<file path="config.mk">
export PLATFORM = sky130hd
export DESIGN_NAME = fix_checksum_check
export DESIGN_NICKNAME = d
export VERILOG_FILES = /design/src/rtl/fix_checksum_check.sv
export SDC_FILE = /design/constraint.sdc
export NUM_CORES = 1
export LEC_CHECK = 0
export BUFFER_PORTS_ARGS = -buffer_cell sky130_fd_sc_hd__buf_2
export CAP_MARGIN = 20
export CORE_ASPECT_RATIO = 0.5
export CORE_MARGIN = 5
export CORE_UTILIZATION = 59
export DETAILED_ROUTE_END_ITERATION = 8
export GPL_ROUTABILITY_DRIVEN = 0
export PLACE_DENSITY_LB_ADDON = 0.05
export SETUP_SLACK_MARGIN = 0.1
export SYNTH_ARGS = -nofsm -noshare
export SYNTH_HDL_FRONTEND = slang
export SYNTH_SLANG_ARGS = --single-unit
</file>
<file path="constraint.sdc">
create_clock -name clk -period 4 [get_ports clk]
set_clock_uncertainty 0.1 [all_clocks]
set_input_delay 0.8 -clock clk [delete_from_list [all_inputs] [get_ports clk]]
set_output_delay 0.8 -clock clk [all_outputs]
set_load 0.02 [all_outputs]
</file>
<file path="src/rtl/fix_checksum_check.sv">
// Checks a FIX message's "10=ddd<SOH>" trailer against the modulo-256 byte sum of the preceding bytes.
// Define FIX_CHK_LEN_LIMIT_EN to end messages longer than MAX_LEN bytes with error code 5.
module fix_checksum_check #(
    parameter int MAX_LEN = 4096
) (
    input  logic       clk,
    input  logic       rst_n,
    input  logic [7:0] data_i,
    input  logic       valid_i,
    input  logic       start_i,
    output logic       busy_o,
    output logic       done_o,
    output logic       ok_o,
    output logic [2:0] err_o,
    output logic [7:0] checksum_o,
    output logic [7:0] rcv_checksum_o
);

    localparam logic [7:0] SOH          = 8'h01;
    localparam logic [2:0] ERR_NONE     = 3'd0;
    localparam logic [2:0] ERR_MISMATCH = 3'd1;
    localparam logic [2:0] ERR_DIGIT    = 3'd2;
    localparam logic [2:0] ERR_RANGE    = 3'd3;
    localparam logic [2:0] ERR_TERM     = 3'd4;
    localparam logic [2:0] ERR_LEN      = 3'd5;

    typedef enum logic [3:0] {
        IDLE, BODY, SOH_SEEN, TAG1, TAG10, DIG1, DIG2, DIG3, TERM
    } state_t;

    state_t     state, state_nxt;
    logic [7:0] sum, sum_nxt, sum_add;
    logic [7:0] snap, snap_nxt;
    logic [3:0] dig1, dig2, dig3;
    logic [3:0] dig1_nxt, dig2_nxt, dig3_nxt;
    logic [9:0] rcv_value;
    logic       is_digit;
    logic       len_over;
    logic       fin;
    logic [2:0] fin_err;

`ifdef FIX_CHK_LEN_LIMIT_EN
    localparam logic [15:0] MAX_LEN_W = 16'(MAX_LEN);
    logic [15:0] len_cnt;

    always_ff @(posedge clk or negedge rst_n) begin
        if (!rst_n) begin
            len_cnt <= '0;
        end else if (valid_i) begin
            if (start_i)
                len_cnt <= 16'd1;
            else if (state != IDLE)
                len_cnt <= len_cnt + 16'd1;
        end
    end

    assign len_over = (state != IDLE) && (len_cnt >= MAX_LEN_W);
`else
    // Length is unbounded in this build; MAX_LEN has no effect.
    assign len_over = 1'b0 & (MAX_LEN != 0);
`endif

    assign sum_add   = sum + data_i;
    assign is_digit  = (data_i >= 8'h30) && (data_i <= 8'h39);
    assign rcv_value = 10'(dig1) * 10'd100 + 10'(dig2) * 10'd10 + 10'(dig3);
    assign busy_o    = (state != IDLE);

    always_comb begin
        state_nxt = state;
        sum_nxt   = sum;
        snap_nxt  = snap;
        dig1_nxt  = dig1;
        dig2_nxt  = dig2;
        dig3_nxt  = dig3;
        fin       = 1'b0;
        fin_err   = ERR_NONE;

        if (valid_i) begin
            if (start_i) begin
                sum_nxt   = data_i;
                snap_nxt  = (data_i == SOH) ? data_i : 8'h00;
                dig1_nxt  = 4'd0;
                dig2_nxt  = 4'd0;
                dig3_nxt  = 4'd0;
                state_nxt = (data_i == SOH) ? SOH_SEEN : BODY;
            end else if (len_over) begin
                fin     = 1'b1;
                fin_err = ERR_LEN;
            end else begin
                case (state)
                    BODY, SOH_SEEN, TAG1, TAG10: begin
                        sum_nxt = sum_add;
                        if (data_i == SOH) begin
                            snap_nxt  = sum_add;
                            state_nxt = SOH_SEEN;
                        end else if (state == SOH_SEEN && data_i == 8'h31) begin
                            state_nxt = TAG1;
                        end else if (state == TAG1 && data_i == 8'h30) begin
                            state_nxt = TAG10;
                        end else if (state == TAG10 && data_i == 8'h3D) begin
                            state_nxt = DIG1;
                        end else begin
                            state_nxt = BODY;
                        end
                    end
                    DIG1: begin
                        if (is_digit) begin
                            dig1_nxt  = data_i[3:0];
                            state_nxt = DIG2;
                        end else begin
                            fin     = 1'b1;
                            fin_err = ERR_DIGIT;
                        end
                    end
                    DIG2: begin
                        if (is_digit) begin
                            dig2_nxt  = data_i[3:0];
                            state_nxt = DIG3;
                        end else begin
                            fin     = 1'b1;
                            fin_err = ERR_DIGIT;
                        end
                    end
                    DIG3: begin
                        if (is_digit) begin
                            dig3_nxt  = data_i[3:0];
                            state_nxt = TERM;
                        end else begin
                            fin     = 1'b1;
                            fin_err = ERR_DIGIT;
                        end
                    end
                    TERM: begin
                        fin = 1'b1;
                        if (data_i != SOH)
                            fin_err = ERR_TERM;
                        else if (rcv_value > 10'd255)
                            fin_err = ERR_RANGE;
                        else if (rcv_value[7:0] != snap)
                            fin_err = ERR_MISMATCH;
                        else
                            fin_err = ERR_NONE;
                    end
                    default: ;
                endcase
            end
        end

        if (fin)
            state_nxt = IDLE;
    end

    // Result outputs only move on completion and hold until the next one.
    always_ff @(posedge clk or negedge rst_n) begin
        if (!rst_n) begin
            state          <= IDLE;
            sum            <= '0;
            snap           <= '0;
            dig1           <= '0;
            dig2           <= '0;
            dig3           <= '0;
            done_o         <= 1'b0;
            ok_o           <= 1'b0;
            err_o          <= '0;
            checksum_o     <= '0;
            rcv_checksum_o <= '0;
        end else begin
            state  <= state_nxt;
            sum    <= sum_nxt;
            snap   <= snap_nxt;
            dig1   <= dig1_nxt;
            dig2   <= dig2_nxt;
            dig3   <= dig3_nxt;
            done_o <= fin;
            if (fin) begin
                ok_o           <= (fin_err == ERR_NONE);
                err_o          <= fin_err;
                checksum_o     <= snap;
                rcv_checksum_o <= rcv_value[7:0];
            end
        end
    end

endmodule

</file>
==> results of run 1 <==
[routing by layer]
metal / share of wire / GRT usage / vias up / wire, um
li1: - / - / 1366 / -
met2: 0.44 / 0.358 / 39 / 3480
met1: 0.51 / 0.322 / 1378 / 4030
met5: 0 / 0 / - / 0
met4: 0.010 / 0.0447 / 0 / 82
met3: 0.033 / 0.0478 / 9 / 263
[flip-flops by register name, indices dropped and copies added, names as in the netlist]
| register | cells |
|---|---|
| snap | 8 |
| rcv_checksum_o | 8 |
| dig1 | 4 |
| done_o | 1 |
| checksum_o | 8 |
| ok_o | 1 |
| dig3 | 4 |
| err_o | 3 |
| state | 4 |
| sum | 8 |
| dig2 | 4 |
[worst max-delay path: stages, from the launching register on]
cell,delay [ps]
dfrtp_1,420
ha_1,310
ha_1,220
fa_1,380
xor2_1,160
ha_1,270
ha_1,390
o21ai_1,110
nor2_1,240
nand3_1,110
o32ai_1,340
a22o_1,220
a32o_2,160
[layout make-up]
type	count	area share
Clock buffer	5	0.0322
Clock inverter	3	0.00677
Inverter	15	0.0145
Multi-Input combinational cell	287	0.535
Sequential cell	53	0.342
Tap cell	73	0.0235
Timing Repair Buffer	35	0.0464
[cell families after synthesis]
logic type,after synthesis,share of synthesized area
AOI/OAI and AO/OA,79,0.156
xor gates and xnor gates,19,0.0556
adders and majority gates,36,0.141
buffers and inverters,26,0.0317
DFF,53,0.377
muxes,19,0.0598
and+or+nand+nor,134,0.178
[per-stage QoR]
step	util	worst slack, ps	instance area (um^2)	hold slack (ps)
final	0.689	498	3880	377
after global routing	0.689	300	3880	414
after detailed placement	0.662	545	3730	357
after floorplan	-	726	3510	354
after CTS	0.689	517	3880	376
after global placement	0.662	644	3730	354
[worst max-delay path by stage]
| stage | start | to | slack, ps | cells after the start |
|---|---|---|---|---|
| finish | dig2[1] | ok_o | 500 | 12 |
| global route | dig2[1] | ok_o | 300 | 12 |
| CTS | dig2[1] | ok_o | 520 | 12 |
| detailed placement | dig2[1] | ok_o | 540 | 12 |
| global placement | dig2[1] | err_o[0] | 640 | 10 |
| floorplan | dig2[1] | err_o[0] | 730 | 10 |
[cells in the mapped netlist, types with 4 or more instances]
| library cell | number |
|---|---|
| mux2_2 | 13 |
| nand2_1 | 67 |
| o21a_1 | 8 |
| inv_1 | 14 |
| nor3_1 | 8 |
| ha_1 | 30 |
| dfrtp_1 | 53 |
| o31ai_1 | 4 |
| o21ai_1 | 6 |
| nand3_1 | 6 |
| buf_2 | 8 |
| a21oi_1 | 13 |
| fa_1 | 6 |
| nor3b_1 | 4 |
| xnor2_1 | 6 |
| nor2b_1 | 9 |
| xor2_1 | 11 |
| o21ai_0 | 14 |
| nor2_1 | 23 |
[power groups by stage]
stage	sequential (mW)	clock (mW)	combinational, mW
after floorplan	0.676	0	0.623
after global placement	0.700	0	0.747
after detailed placement	0.705	0	0.772
after CTS	0.695	0.457	0.778
after global routing	0.707	0.484	0.880
final	0.697	0.449	0.777
==> impl_metrics.env, run 1 <==
export IMPL_num_antenna_cells=0
export IMPL_final_cells=471
export IMPL_synth_seq_cells=53
export IMPL_fin_crit_ps=3500
export IMPL_rr_endpoint="ok_o"
export IMPL_dr_pass1_iters=4
export IMPL_cts_tree="done"
export IMPL_cts_max_path_buffers=2
export IMPL_drv_cap=0
export IMPL_mostFrequentLayoutCells="nand2_1, dfrtp_1, buf_2"
export IMPL_drive_gt1_frac=0.168
export IMPL_die_area_mm2=0.00769
export IMPL_max_freq_ghz=0.286
export IMPL_wl_per_cell_um=16.7
export IMPL_vias=2792
export IMPL_p_sw_uw=710
export IMPL_ys_flop_type="dfrtp_1"
export IMPL_core_area_mm2=0.00563
export IMPL_start_util=0.624
export IMPL_syn_avg_cell_area_um2=9.60
export IMPL_drt_total_wl_um=7860
export IMPL_dp_cells=463
export IMPL_irDropWorstVdd_mv=0.310
export IMPL_leakage_nw=1.93
export IMPL_boundaryPins=34
export IMPL_p_int_mw=1.21
export IMPL_gr_total_overflow=0
export IMPL_hold_end="checksum_o[3]"
export IMPL_fin_tns_setup_ps=0
export IMPL_final_common_cell="nand2_1"
export IMPL_insertion_delay_ps=290
export IMPL_area_growth_pct=10.5
export IMPL_via_per_inst=5.93
export IMPL_ys_warn_count=0
export IMPL_h_tree_depth=2
export IMPL_grt_pass1_wl_um=14000
export IMPL_grt_antenna_before_repair=0
export IMPL_cts_hold_buf=0
export IMPL_fin_nets=445
export IMPL_synth_seq_area_share=0.377
export IMPL_reg2reg_setup_slack_ps=500
export IMPL_min_path_type="reg -> reg"
export IMPL_die_y_um=64.6
export IMPL_cts_buffers=5
export IMPL_power_density_mw_per_mm2=495
export IMPL_status="finished, final reports clean"
export IMPL_required_ps=4140
export IMPL_synth_area_mm2=0.00351
export IMPL_die_w_um=119
export IMPL_drc=0
export IMPL_cp_arrival_ps=3640
export IMPL_tightest_slew_ps=814
export IMPL_fin_crit_sh=0.876
export IMPL_power_frac_clock=0.233
export IMPL_synth_top_area_frac=0.377
export IMPL_syn_num_nets=414
export IMPL_clk_pin_slew_worst_paths_ps=70
export IMPL_hpwl_um=6090
export IMPL_rsz0062_at_grt="false"
export IMPL_comb_power_share=0.404
export IMPL_p_total_mw=1.92
export IMPL_rr_worst_depth=12
export IMPL_end_kind="flip-flop"
export IMPL_route_antenna_remaining_nets=0
export IMPL_fillCellCount=462
export IMPL_hold_violations=0
export IMPL_rows=19
export IMPL_seqCellArea_mm2=0.00133
export IMPL_cts_resized=0
export IMPL_synth_edf_count=0
export IMPL_crit_path_start_kind="flip-flop"
export IMPL_async_flop_share=1.00
export IMPL_hold_start="checksum_o[3]"
export IMPL_ys_types=60
export IMPL_post_cts_buffers=0
export IMPL_synthTopCellsByArea="dfrtp_1, ha_1, nand2_1"
export IMPL_port_buffer_count=33
export IMPL_relSlewSlack=0.457
export IMPL_slew_violations=0
export IMPL_multi_input_area_mm2=0.00208
export IMPL_crit_fanout=7
export IMPL_finalSetupViolations=0
export IMPL_crit_type="reg -> reg"
export IMPL_grt_max_degree=41
export IMPL_seqPwrFrac=0.362
export IMPL_r2r_start="dig2[1]"
export IMPL_drt_initial_drc_count=182
export IMPL_cts_sinks=53
export IMPL_first_global_vias=2793
export IMPL_min_path_cells=2
export IMPL_yosys_area_top_type="dfrtp_1"
export IMPL_synthCells=366
export IMPL_grt_usage=0.225
export IMPL_cts_root_buf="clkbuf_16"
export IMPL_netSwitchingFraction=0.369
Note: power is estimated with default switching activity, not from simulation.
==> run 2, diff against run 1 <==
==> constraint.sdc (replaced) <==
create_clock -name clk -period 3.6 [get_ports clk]
set_clock_uncertainty 0.1 [all_clocks]
set_input_delay 0.72 -clock clk [delete_from_list [all_inputs] [get_ports clk]]
set_output_delay 0.72 -clock clk [all_outputs]
set_load 0.02 [all_outputs]
==> impl_metrics.env, run 2 (synthesis results as in run 1) <==
export IMPL_end_kind="flip-flop"
export IMPL_gr_total_overflow=0
export IMPL_fin_crit_sh=0.962
export IMPL_port_buffer_count=33
export IMPL_route_antenna_remaining_nets=0
export IMPL_final_cells=472
export IMPL_cts_sinks=53
export IMPL_cp_arrival_ps=3560
export IMPL_final_common_cell="nand2_1"
export IMPL_finalInstanceArea_mm2=0.00397
export IMPL_relSlewSlack=0.535
export IMPL_fin_nets=446
export IMPL_wl_per_cell_um=17.6
export IMPL_status="finished, final reports clean"
export IMPL_grt_antenna_before_repair=0
export IMPL_crit_type="reg -> reg"
export IMPL_boundaryPins=34
export IMPL_cts_root_buf="clkbuf_16"
export IMPL_path_cells="ha_1, ha_1, fa_1, xor2_1, ha_1, ha_4, nand3_1, o2111ai_2, xor2_1, xor2_1, nor2_1, a32o_2"
export IMPL_cts_buffers=5
export IMPL_die_w_um=119
export IMPL_drt_initial_drc_count=283
export IMPL_required_ps=3690
export IMPL_die_area_mm2=0.00769
export IMPL_vias=2873
export IMPL_rr_worst_depth=12
export IMPL_cts_max_path_buffers=2
export IMPL_hpwl_um=6190
export IMPL_finalSetupViolations=0
export IMPL_fin_crit_ps=3460
export IMPL_drv_cap=0
export IMPL_via_per_inst=6.09
export IMPL_grt_usage=0.232
export IMPL_grt_max_degree=41
export IMPL_irDropWorstVdd_mv=0.329
export IMPL_fillCellCount=431
export IMPL_grt_pass1_wl_um=14300
export IMPL_max_freq_ghz=0.289
export IMPL_place_area_mm2=0.00373
export IMPL_rsz0062_at_grt="false"
export IMPL_min_path_type="in -> async"
export IMPL_cpPeakStageDelay_ps=420
export IMPL_mostFrequentLayoutCells="nand2_1, dfrtp_1, buf_2"
export IMPL_first_global_vias=2872
export IMPL_leakage_nw=1.95
export IMPL_tightest_slew_ps=698
export IMPL_insertion_delay_ps=300
export IMPL_die_y_um=64.6
export IMPL_core_area_mm2=0.00563
export IMPL_crit_fanout=7
export IMPL_slew_violations=0
export IMPL_crit_path_start_kind="flip-flop"
export IMPL_crit_slowest_cell="dfrtp_1"
export IMPL_dr_pass1_iters=6
export IMPL_rows=19
export IMPL_drc=0
export IMPL_clk_pin_slew_worst_paths_ps=70
export IMPL_power_density_mw_per_mm2=588
export IMPL_fin_tns_setup_ps=0
export IMPL_drive_gt1_frac=0.193
export IMPL_cts_hold_buf=0
export IMPL_hold_violations=0
export IMPL_cts_tree="done"
export IMPL_dp_cells=463
export IMPL_start_util=0.624
export IMPL_h_tree_depth=2
export IMPL_drt_total_wl_um=8320
export IMPL_num_antenna_cells=0
export IMPL_area_growth_pct=13.1
run 2: stage by stage:
step	hold WS (ps)	total power [mW]	setup slack [ps]	utilization
6_report	294	2.34	135	0.705
5_1_grt	337	2.49	28.0	0.705
4_1_cts	311	2.25	101	0.694
3_5_place_dp	359	1.66	117	0.662
3_3_place_gp	353	1.61	244	0.662
2_1_floorplan	324	1.44	326	-
run 2: report_power, final:
part	switching (mW)	internal [mW]	total (mW)
Sequential	0.0948	0.680	0.775
Combinational	0.522	0.464	0.985
Clock	0.228	0.348	0.575
run 2: worst max-delay path, delay by kind of cell (launching register included):
family / cells / cell delay, ps
compound gates: 2 / 460
xor+xnor: 3 / 660
fa+ha+maj: 5 / 1550
flops: 1 / 420
simple gates: 2 / 170
run 2: per-layer routing:
| metal | track usage | part of all wire | vias up |
|---|---|---|---|
| li1 | - | - | 1365 |
| met3 | 0.0434 | 0.063 | 13 |
| met4 | 0.0534 | 0.0094 | 0 |
| met1 | 0.331 | 0.47 | 1384 |
| met5 | 0 | 0 | - |
| met2 | 0.371 | 0.45 | 111 |
run 2: path summary, 6_finish.rpt:
path                       slack [ps]       endpoint     startpoint
min in group clk                  370  checksum_o[0]  checksum_o[0]
max in group asynchronous        2270        dig1[0]          rst_n
max                               140           ok_o        dig2[1]
max reg2reg                       140           ok_o        dig2[1]
min                               290        dig1[2]          rst_n
min reg2reg                       370  checksum_o[0]  checksum_o[0]
run 2: final cells by class:
class                   instances  area (um^2)  share of cell area
repair buffers                 36          188              0.0472
clock inverters                 2         37.5             0.00945
clock buffers                   6          139              0.0350
multi-input cells             287         2130               0.537
well taps                      73         91.3              0.0230
inverters                      15         56.3              0.0142
flip-flops and latches         53         1330               0.334
run 2: what timing repair did:
action,in CTS,in global routing
setup endpoints to repair,2,3
pin swaps,0,3
resized for setup,2,10
setup buffers,0,1
